==> config.mk <==
export PLATFORM = sky130hd
export DESIGN_NAME = turn_scheduler
export DESIGN_NICKNAME = d
export VERILOG_FILES = /design/src/rtl/game_pkg.sv /design/src/rtl/tick_prescaler.sv /design/src/rtl/turn_scheduler.sv
export SDC_FILE = /design/constraint.sdc
export NUM_CORES = 1
export LEC_CHECK = 0
export CAP_MARGIN = 0
export CORE_MARGIN = 3
export CORE_UTILIZATION = 52
export DETAILED_ROUTE_END_ITERATION = 7
export PLACE_DENSITY = 0.81
export SLEW_MARGIN = 15
export SYNTH_ARGS = -nofsm -noshare
export SYNTH_HDL_FRONTEND = slang
export SYNTH_SLANG_ARGS = --single-unit
==> constraint.sdc <==
create_clock -name clk -period 2.2 [get_ports clk]
set_clock_uncertainty 0.15 [all_clocks]
set_input_delay 0.44 -clock clk [delete_from_list [all_inputs] [get_ports clk]]
set_output_delay 0.44 -clock clk [all_outputs]
set_load 0.05 [all_outputs]
==> src/rtl/game_pkg.sv <==
// game_pkg: shared types and constants for the colour-claiming turn game.
//   NUM_COLORS / NO_COLOR : colour count and the "no selection" code
//   color_t               : 4-bit colour code
//   turn_state_t          : turn sequencer states
//   color_onehot()        : colour code to claimed-mask bit (all zero for >= 12)
package game_pkg;

  localparam int         NUM_COLORS = 12;
  localparam logic [3:0] NO_COLOR   = 4'd12;
  localparam logic [NUM_COLORS-1:0] ALL_COLORS = 12'hFFF;

  typedef logic [3:0] color_t;

  typedef enum logic [2:0] {
    IDLE      = 3'd0,
    TURN_WAIT = 3'd1,
    CHECK     = 3'd2,
    COMMIT    = 3'd3,
    NEXT      = 3'd4,
    DONE      = 3'd5
  } turn_state_t;

  // Decoding through a compare loop keeps codes 12..15 from indexing past the mask.
  function automatic logic [NUM_COLORS-1:0] color_onehot(input color_t c);
    logic [NUM_COLORS-1:0] oh;
    oh = {NUM_COLORS{1'b0}};
    for (int i = 0; i < NUM_COLORS; i++) begin
      oh[i] = (c == 4'(i));
    end
    return oh;
  endfunction

endpackage

==> src/rtl/tick_prescaler.sv <==
// tick_prescaler: divides clk down to the countdown tick.
//   clk, rst_n : clock, asynchronous active-low reset
//   clr        : forces the count back to 0 (turn entry)
//   en         : count enable; the count freezes while low
//   tick       : one-cycle pulse in the cycle whose edge wraps the count
module tick_prescaler
  import game_pkg::*;
#(
  parameter int TICK_DIV = 100_000_000
) (
  input  logic clk,
  input  logic rst_n,
  input  logic clr,
  input  logic en,
  output logic tick
);

  localparam int            CW   = $clog2(TICK_DIV);
  localparam logic [CW-1:0] LAST = CW'(TICK_DIV - 1);

  logic [CW-1:0] cnt_q;
  logic [CW-1:0] cnt_d;

  assign tick = en && (cnt_q == LAST);

  // Next count: clear wins, otherwise count 0..TICK_DIV-1 while enabled.
  always_comb begin
    cnt_d = cnt_q;
    if (clr) begin
      cnt_d = {CW{1'b0}};
    end else if (en) begin
      if (cnt_q == LAST) begin
        cnt_d = {CW{1'b0}};
      end else begin
        cnt_d = cnt_q + CW'(1);
      end
    end else begin
      cnt_d = cnt_q;
    end
  end

  // Count register.
  always_ff @(posedge clk or negedge rst_n) begin
    if (!rst_n) begin
      cnt_q <= {CW{1'b0}};
    end else begin
      cnt_q <= cnt_d;
    end
  end

endmodule

==> src/rtl/turn_scheduler.sv <==
// turn_scheduler: two-player colour-claiming turn sequencer.
//   start         : pulse, starts/restarts a game from IDLE or DONE
//   color_id      : selector colour (0..11 valid, 12 = none)
//   confirm       : pulse, request to claim color_id (TURN_WAIT only)
//   active_player : player on turn
//   busy          : game in progress (TURN_WAIT/CHECK/COMMIT/NEXT)
//   time_left     : ticks left in the current turn
//   used_mask     : claimed colours
//   commit_valid/commit_player/commit_color : accepted move (pulse + held data)
//   reject        : pulse, invalid or already-claimed pick
//   timeout       : pulse, turn expired
//   game_over     : game finished (DONE)
// All outputs come straight from flops.
module turn_scheduler
  import game_pkg::*;
#(
  parameter int TICK_DIV   = 100_000_000,
  parameter int TURN_TICKS = 30,
  parameter int MAX_TURNS  = 12
) (
  input  logic        clk,
  input  logic        rst_n,
  input  logic        start,
  input  logic [3:0]  color_id,
  input  logic        confirm,
  output logic        active_player,
  output logic        busy,
  output logic [5:0]  time_left,
  output logic [11:0] used_mask,
  output logic        commit_valid,
  output logic        commit_player,
  output logic [3:0]  commit_color,
  output logic        reject,
  output logic        timeout,
  output logic        game_over
);

  localparam logic [5:0] TURN_TICKS_V = 6'(TURN_TICKS);
  localparam logic [3:0] MAX_TURNS_V  = 4'(MAX_TURNS);

  turn_state_t state_q, state_d;
  logic        active_q, active_d;
  logic [5:0]  time_left_q, time_left_d;
  logic [11:0] used_mask_q, used_mask_d;
  logic        commit_valid_q, commit_valid_d;
  logic        commit_player_q, commit_player_d;
  color_t      commit_color_q, commit_color_d;
  logic        reject_q, reject_d;
  logic        timeout_q, timeout_d;
  logic        busy_q, busy_d;
  logic        game_over_q, game_over_d;
  logic [3:0]  turn_cnt_q, turn_cnt_d;
  color_t      latched_q, latched_d;

  logic        tick_s;
  logic        en_s;
  logic        clr_s;
  logic [11:0] pick_oh_s;

  assign en_s      = (state_q == TURN_WAIT);
  assign pick_oh_s = color_onehot(latched_q);

  tick_prescaler #(
    .TICK_DIV (TICK_DIV)
  ) u_prescaler (
    .clk   (clk),
    .rst_n (rst_n),
    .clr   (clr_s),
    .en    (en_s),
    .tick  (tick_s)
  );

  // Next-state and next-output logic for the turn sequencer.
  always_comb begin
    state_d         = state_q;
    active_d        = active_q;
    time_left_d     = time_left_q;
    used_mask_d     = used_mask_q;
    commit_valid_d  = 1'b0;
    commit_player_d = commit_player_q;
    commit_color_d  = commit_color_q;
    reject_d        = 1'b0;
    timeout_d       = 1'b0;
    turn_cnt_d      = turn_cnt_q;
    latched_d       = latched_q;
    clr_s           = 1'b0;

    case (state_q)
      IDLE, DONE: begin
        if (start) begin
          used_mask_d = 12'h000;
          turn_cnt_d  = 4'd0;
          active_d    = 1'b0;
          time_left_d = TURN_TICKS_V;
          clr_s       = 1'b1;
          state_d     = TURN_WAIT;
        end else begin
          state_d = state_q;
        end
      end

      TURN_WAIT: begin
        // A non-final tick always counts; the final tick loses to a same-cycle confirm.
        if (tick_s) begin
          if (time_left_q > 6'd1) begin
            time_left_d = time_left_q - 6'd1;
          end else if (!confirm) begin
            time_left_d = 6'd0;
            timeout_d   = 1'b1;
            state_d     = NEXT;
          end else begin
            time_left_d = time_left_q;
          end
        end else begin
          time_left_d = time_left_q;
        end
        if (confirm) begin
          latched_d = color_id;
          state_d   = CHECK;
        end else begin
          latched_d = latched_q;
        end
      end

      CHECK: begin
        if ((latched_q >= NO_COLOR) || ((used_mask_q & pick_oh_s) != 12'h000)) begin
          reject_d = 1'b1;
          state_d  = TURN_WAIT;
        end else begin
          commit_valid_d  = 1'b1;
          commit_player_d = active_q;
          commit_color_d  = latched_q;
          used_mask_d     = used_mask_q | pick_oh_s;
          turn_cnt_d      = turn_cnt_q + 4'd1;
          state_d         = COMMIT;
        end
      end

      COMMIT: begin
        state_d = NEXT;
      end

      NEXT: begin
        active_d = ~active_q;
        if ((turn_cnt_q == MAX_TURNS_V) || (used_mask_q == ALL_COLORS)) begin
          state_d = DONE;
        end else begin
          time_left_d = TURN_TICKS_V;
          clr_s       = 1'b1;
          state_d     = TURN_WAIT;
        end
      end

      default: begin
        state_d = IDLE;
      end
    endcase

    busy_d      = (state_d == TURN_WAIT) || (state_d == CHECK) ||
                  (state_d == COMMIT)    || (state_d == NEXT);
    game_over_d = (state_d == DONE);
  end

  // Sequencer state and registered outputs.
  always_ff @(posedge clk or negedge rst_n) begin
    if (!rst_n) begin
      state_q         <= IDLE;
      active_q        <= 1'b0;
      time_left_q     <= 6'd0;
      used_mask_q     <= 12'h000;
      commit_valid_q  <= 1'b0;
      commit_player_q <= 1'b0;
      commit_color_q  <= NO_COLOR;
      reject_q        <= 1'b0;
      timeout_q       <= 1'b0;
      busy_q          <= 1'b0;
      game_over_q     <= 1'b0;
      turn_cnt_q      <= 4'd0;
      latched_q       <= 4'd0;
    end else begin
      state_q         <= state_d;
      active_q        <= active_d;
      time_left_q     <= time_left_d;
      used_mask_q     <= used_mask_d;
      commit_valid_q  <= commit_valid_d;
      commit_player_q <= commit_player_d;
      commit_color_q  <= commit_color_d;
      reject_q        <= reject_d;
      timeout_q       <= timeout_d;
      busy_q          <= busy_d;
      game_over_q     <= game_over_d;
      turn_cnt_q      <= turn_cnt_d;
      latched_q       <= latched_d;
    end
  end

  assign active_player = active_q;
  assign busy          = busy_q;
  assign time_left     = time_left_q;
  assign used_mask     = used_mask_q;
  assign commit_valid  = commit_valid_q;
  assign commit_player = commit_player_q;
  assign commit_color  = commit_color_q;
  assign reject        = reject_q;
  assign timeout       = timeout_q;
  assign game_over     = game_over_q;

endmodule

After elaboration in Yosys (flattened, before gate mapping)
Index checks and enable logic that the tools add are counted.
Widths: inputs -> output; s select.
{ "classes": {"bitwise": 4, "n_reduce_logical": 19, "n_lt_le_gt_ge": 2, "addsub": 3, "muxes": 35, "n_eq_ne": 29} }
{ "op_table": {"columns": ["cell", "n"], "rows": [
  ["$mux 27", 3],
  ["$mux 6", 5],
  ["$add 27x1->27 const B", 1],
  ["$eq 27x27->1 const B", 1],
  ["$mux 12", 2],
  ["$pmux 12 s2", 1],
  ["$eq 4x4->1 const B", 5],
  ["$pmux 6 s3", 1],
  ["$eq 4x3->1 const B", 4],
  ["$mux 3", 5],
  ["$pmux 3 s5", 1],
  ["$and 12x12->12", 1],
  ["$eq 12x12->1 const B", 1],
  ["$eq 3x2->1 const B", 4],
  ["$eq 3x3->1 const B", 4],
  ["$or 12x12->12", 1],
  ["$reduce_bool 12->1", 1],
  ["$mux 1", 11],
  ["$eq 4x2->1 const B", 2],
  ["$mux 4", 2],
  ["$ne 2x2->1 const B", 4],
  ["$pmux 4 s2", 1],
  ["$eq 3x1->1 const B", 2],
  ["$gt 6x1->1 const B", 1],
  ["18 further kinds", 28]
]} }
{ "word_totals": {"regBits": 67, "inputBits": 8, "elab_cells": 106} }

Longest topological paths before layout
{ "depth": {"depth_word": 10, "ltp_mapped": 8} }

Modules after synthesis
Synthesis repeated with hierarchy kept, for this count alone.
{ "unflattened": {"hier_cells": 362, "area_unflattened_um2": 3629.7} }
{ "modules_own_cells": {"columns": ["module", "cells_each", "instances", "seq_area_each_um2", "area_per_inst_um2"], "rows": [
  ["turn_scheduler", 196, 1, 1003.5, 2055.7],
  ["tick_prescaler", 166, 1, 675.6, 1574.0]
]} }

Worst setup path after synthesis
OpenSTA, ideal clock, no wires.
{ "synth_timing": {"path_type": "reg2reg", "start": "register time_left_q[0], in the netlist time_left[0]", "end": "register time_left_q[4], in the netlist time_left[4]", "period_less_slack_ns": 2.679, "setup_slack_ns": -0.479, "t_arrival_ns": 2.408, "setup_ns": 0.121, "t_required_ns": 1.929, "stages_incl_launch_ff": 8, "path_cell_list": "dfrtp_1 > inv_1 > ha_1 > o21ba_2 > and4_1 > a2111oi_2 > or4b_1 > a22o_1"} }
{ "synth_via": {"elab_chain_len": 4} }
{ "synth_lines": {"columns": ["item", "line", "source"], "rows": [
  ["start, declared", "turn_scheduler.sv:43", "logic [5:0] time_left_q, time_left_d;"],
  ["start signal, assigned", "turn_scheduler.sv:183", "time_left_q <= time_left_d;"],
  ["$sub 6x1->6 or $gt 6x1->1 (tied branches)", "turn_scheduler.sv:106, turn_scheduler.sv:105", null],
  ["$mux 6", "turn_scheduler.sv:105", "if (time_left_q > 6'd1) begin"],
  ["$mux 6", "turn_scheduler.sv:104", "if (tick_s) begin"],
  ["$pmux 6 s3", "turn_scheduler.sv:88", "case (state_q)"]
]} }
Parallel ways exist; a longest one is shown, timed or not. The select of a mux whose other input is x is not followed.
A chain may end at the register's enable or synchronous reset.

Final worst setup path
{ "layout_timing": {"start": "register u_prescaler.cnt_q[8]", "end": "register busy_q, in the netlist busy"} }
{ "layout_via": {"elab_chain_len": 9} }
{ "layout_lines": {"columns": ["item", "line", "source"], "rows": [
  ["start, declared", "tick_prescaler.sv:21", "logic [CW-1:0] cnt_q;"],
  ["start signal, assigned", "tick_prescaler.sv:45", "cnt_q <= {CW{1'b0}};"],
  ["start signal, assigned", "tick_prescaler.sv:47", "cnt_q <= cnt_d;"],
  ["$eq 27x27->1 (*)", "tick_prescaler.sv:24", "assign tick = en && (cnt_q == LAST);"],
  ["$logic_and 1x1->1 (*)", "tick_prescaler.sv:24", null],
  ["$mux 3 (*)", "turn_scheduler.sv:104", null],
  ["$mux 3 (*)", "turn_scheduler.sv:117", "if (confirm) begin"],
  ["$pmux 3 s5 (*)", "turn_scheduler.sv:88", null],
  ["$eq 3x1->1 or $eq 3x2->1 (tied branches)", "turn_scheduler.sv:159", "busy_d = (state_d == TURN_WAIT) || (state_d == CHECK) ||"],
  ["$logic_or 1x1->1 (2 in series)", "turn_scheduler.sv:159", null],
  ["$logic_or 1x1->1 (*)", "turn_scheduler.sv:160", "(state_d == COMMIT) || (state_d == NEXT);"],
  ["net busy_d", "turn_scheduler.sv:50", "logic busy_q, busy_d;"],
  ["end signal, assigned", "turn_scheduler.sv:190", "busy_q <= busy_d;"],
  ["end, declared", "turn_scheduler.sv:50", null]
]} }
Mark *: on every way through the listed nets, which the timed path passes. The rest lies on a longest branch.

==> impl_metrics.py <==
metrics = {
    "cts": {
        "root_buffer": "clkbuf_8",
        "cts_max_level": 3,
        "cts_buffers": 9,
        "cts_sinks": 67,
        "path_clk_slew_ps": 80,
        "tritoncts": "yes",
        "clkLatencyLatePin_ps": 350,
        "cts_buffer_depth": 2,
    },
    "critical_path": {
        "path_cells": "or4b_4 -> nor4_4 -> buf_4 -> nand4_1 -> a211oi_1 -> xnor2_1",
        "crit_required_ps": 2300,
        "path_class": "reg2reg",
        "r2r-start": "u_prescaler.cnt_q[8]",
        "crit_fanout": 3,
        "critPathTopFamily": "simple AND/OR/NAND/NOR gates",
        "endpoint_kind": "flop",
        "worstPathArrival_ps": 2490,
        "cpPeakStageDelay_ps": 560,
        "cp-startpoint": "u_prescaler.cnt_q[8]",
        "cp-start-kind": "flop",
        "crit_slowest_cell": "or4b_4",
        "cp_num_buf_inv": 1,
    },
    "synthesis": {
        "yosysMostFrequentCell": "dfrtp_1",
        "syn_inst": 367,
        "synth_area_um2": 3720,
        "synthArstFlopShare_pct": 100,
        "synth-edff-count": 0,
        "yosys.area.top_type": "dfrtp_1",
        "synth_flop_cell": "dfrtp_1",
        "yosysSeqAreaShare_pct": 45.2,
        "syn_avg_cell_area_um2": 10.1,
        "yosys_warnings": 0,
        "synth.top_cell.area_share_pct": 43.8,
        "yosysUniqueCellTypes": 57,
        "synth_nets": 380,
        "ys_top_cells_by_area": "dfrtp_1, mux2_2, mux2i_1",
        "synth.cells.most_frequent": "dfrtp_1, nand3_1, a211oi_1",
        "ys_ff_latch": 67,
    },
    "detailed_routing": {
        "met1_length_um": 4210,
        "wire_per_inst_um": 18.0,
        "ant_nets": 0,
        "dr_total_vias": 3405,
        "drt_iter0_drc": 165,
        "wl_met3_um": 447,
        "wl_um": 10000,
        "top_layer_used": "met4",
        "drc": 0,
        "dr_wl_met2_um": 5150,
        "firstDrtPassIters": 5,
        "viasPerCell": 6.09,
    },
    "cells_and_area": {
        "drive_above_1_share_pct": 34.1,
        "syn2layout_area_growth_pct": 36.7,
        "design_area_um2": 5080,
        "fillers": 458,
        "n_antenna_cell": 0,
        "finalNetCount": 471,
    },
    "placed_design": {
        "pre_cts_slack_ps": -184,
        "dpl_cell_area_um2": 4580,
        "io_buffers": 36,
        "place_congestion": 0.950,
        "dp_hpwl_um": 6350,
    },
    "power_and_ir_drop": {
        "vdd_drop_max_v": 0.000514,
        "pwr_density_cell_nw_per_um2": 1310,
        "fin_total_pwr_mw": 6.65,
        "p_leak_nw": 2.10,
    },
    "global_routing": {
        "antenna_found_initial": 0,
        "grt_pass1_wl_um": 15500,
        "grt_use_total_pct": 23.3,
        "grt_overflow": 0,
        "grt_max_degree": 68,
        "grt_pass1_vias": 3179,
    },
    "run_status": {
        "status": "complete, but fails checks",
        "violations": "negative setup slack",
    },
    "timing": {
        "period_minus_slack_ps": 2380,
        "hold_viol_final": 0,
        "timing.final.crit_share_pct": 108,
        "maxSlewHeadroom_pct": 63.3,
        "max_freq_mhz": 419,
        "worstMarginPinSlew_ps": 549,
        "timing.final.ws_setup_ps": -184,
        "slew_violations": 0,
        "setup_violations": 31,
        "holdWs_ps": 336,
        "rsz0062_at_grt": "yes",
    },
    "die": {
        "io_pins": 37,
        "die-width_um": 90.5,
        "die-area_um2": 8200,
        "core_area_um2": 6870,
        "chipHeight_um": 90.5,
        "placementRows": 30,
        "start_util_pct": 54.1,
    },
    "hold_path": {
        "hold_path_startpoint": "turn_cnt_q[3]",
        "min_path_type": "reg2reg",
    },
    "run": {
        "max_cap_viol_count": 0,
    },
}
==> placed cells by master (no fill, tap or decap), types with 5 or more instances in the layout <==
| cell | n |
|---|---|
| a211oi_1 | 6 |
| a211oi_2 | 12 |
| a22o_1 | 10 |
| a32o_1 | 12 |
| and2_1 | 9 |
| and3_1 | 9 |
| buf_4 | 64 |
| clkbuf_8 | 10 |
| clkdlybuf4s50_1 | 26 |
| dfrtp_1 | 50 |
| dfrtp_2 | 15 |
| inv_1 | 12 |
| mux2_2 | 7 |
| mux2_4 | 8 |
| mux2i_1 | 14 |
| nand2_1 | 17 |
| nand3_1 | 25 |
| nand4_1 | 15 |
| nor2_1 | 15 |
| nor2b_1 | 10 |
| nor3_1 | 5 |
| nor3b_1 | 6 |
| o21ai_0 | 11 |
| xnor2_1 | 5 |
==> report_power, final <==
part	leakage, nW	switching [mW]	internal, mW
registers	0.857	0.298	1.53
logic	1.13	1.95	1.69
clock network	0.108	0.510	0.669
total	2.10	2.76	3.89
==> cell families after synthesis <==
| kind of cell | synth area share, % |
|---|---|
| flip-flops | 45.2 |
| adder cells (fa/ha/maj) | 1.68 |
| AO/OA/AOI/OAI | 16.9 |
| multiplexers | 8.32 |
| XOR/XNOR | 1.65 |
| AND/OR/NAND/NOR | 21.7 |
| buffers and inverters | 4.55 |
==> timing repair <==
action / CTS / global route
cloned: 1 / 3
buffers inserted: 4 / 5
endpoints found under the hold margin: 65 / 0
hold buffers: 1 / 0
resized for setup: 9 / 27
pin swaps: 5 / 5
endpoints found under the setup margin: 40 / 47
==> layout make-up <==
class / instances / area, um2 / area share (%)
Tap cell: 96 / 120 / 2.36
Inverter: 14 / 52.6 / 1.03
Clock inverter: 6 / 88.8 / 1.75
Multi-Input combinational cell: 262 / 2050 / 40.3
Clock buffer: 10 / 138 / 2.71
Sequential cell: 67 / 1700 / 33.4
Timing Repair Buffer: 104 / 937 / 18.4
==> stage by stage <==
step | utilization [%] | cells | setup TNS, ps
CTS | 70.9 | 551 | -910
detailed placement | 66.6 | 529 | -1900
global route | 74.0 | 559 | -3500
finish | 74.0 | 559 | -2430
global placement | 66.6 | 529 | -1080
floorplan | - | 367 | -453
==> per-layer routing <==
layer | track usage, % | up-vias
met5 | 0 | -
met4 | 11.5 | 0
met3 | 2.92 | 23
met2 | 39.0 | 114
met1 | 29.9 | 1703
li1 | - | 1565
==> state kept, by name, summed over array words and instances, names as in the netlist <==
register	flops
reject	1
used_mask	12
timeout	1
busy	1
latched_q	4
u_prescaler.cnt_q	27
commit_player	1
game_over	1
state_q	3
commit_color	4
time_left	6
turn_cnt_q	4
commit_valid	1
active_player	1
==> worst register-to-register path, stage by stage, from the launching register on <==
cell and delay, ps:
dfrtp_1 400, or4b_4 560, nor4_4 260, buf_4 180
nand4_1 160, a211oi_1 370, xnor2_1 200
==> path summary, 6_finish.rpt <==
kind | slack [ps] | depth (start not counted) | to
worst max-delay path | -180 | 6 | busy
worst min-delay path | 340 | 1 | turn_cnt_q[3]
worst max register to register | -180 | 6 | busy
worst min register to register | 340 | 1 | turn_cnt_q[3]
max in group asynchronous | 1090 | 3 | commit_color[2]
min in group asynchronous | 470 | 3 | time_left[0]
No activity file was read; power rests on OpenSTA's default activity.
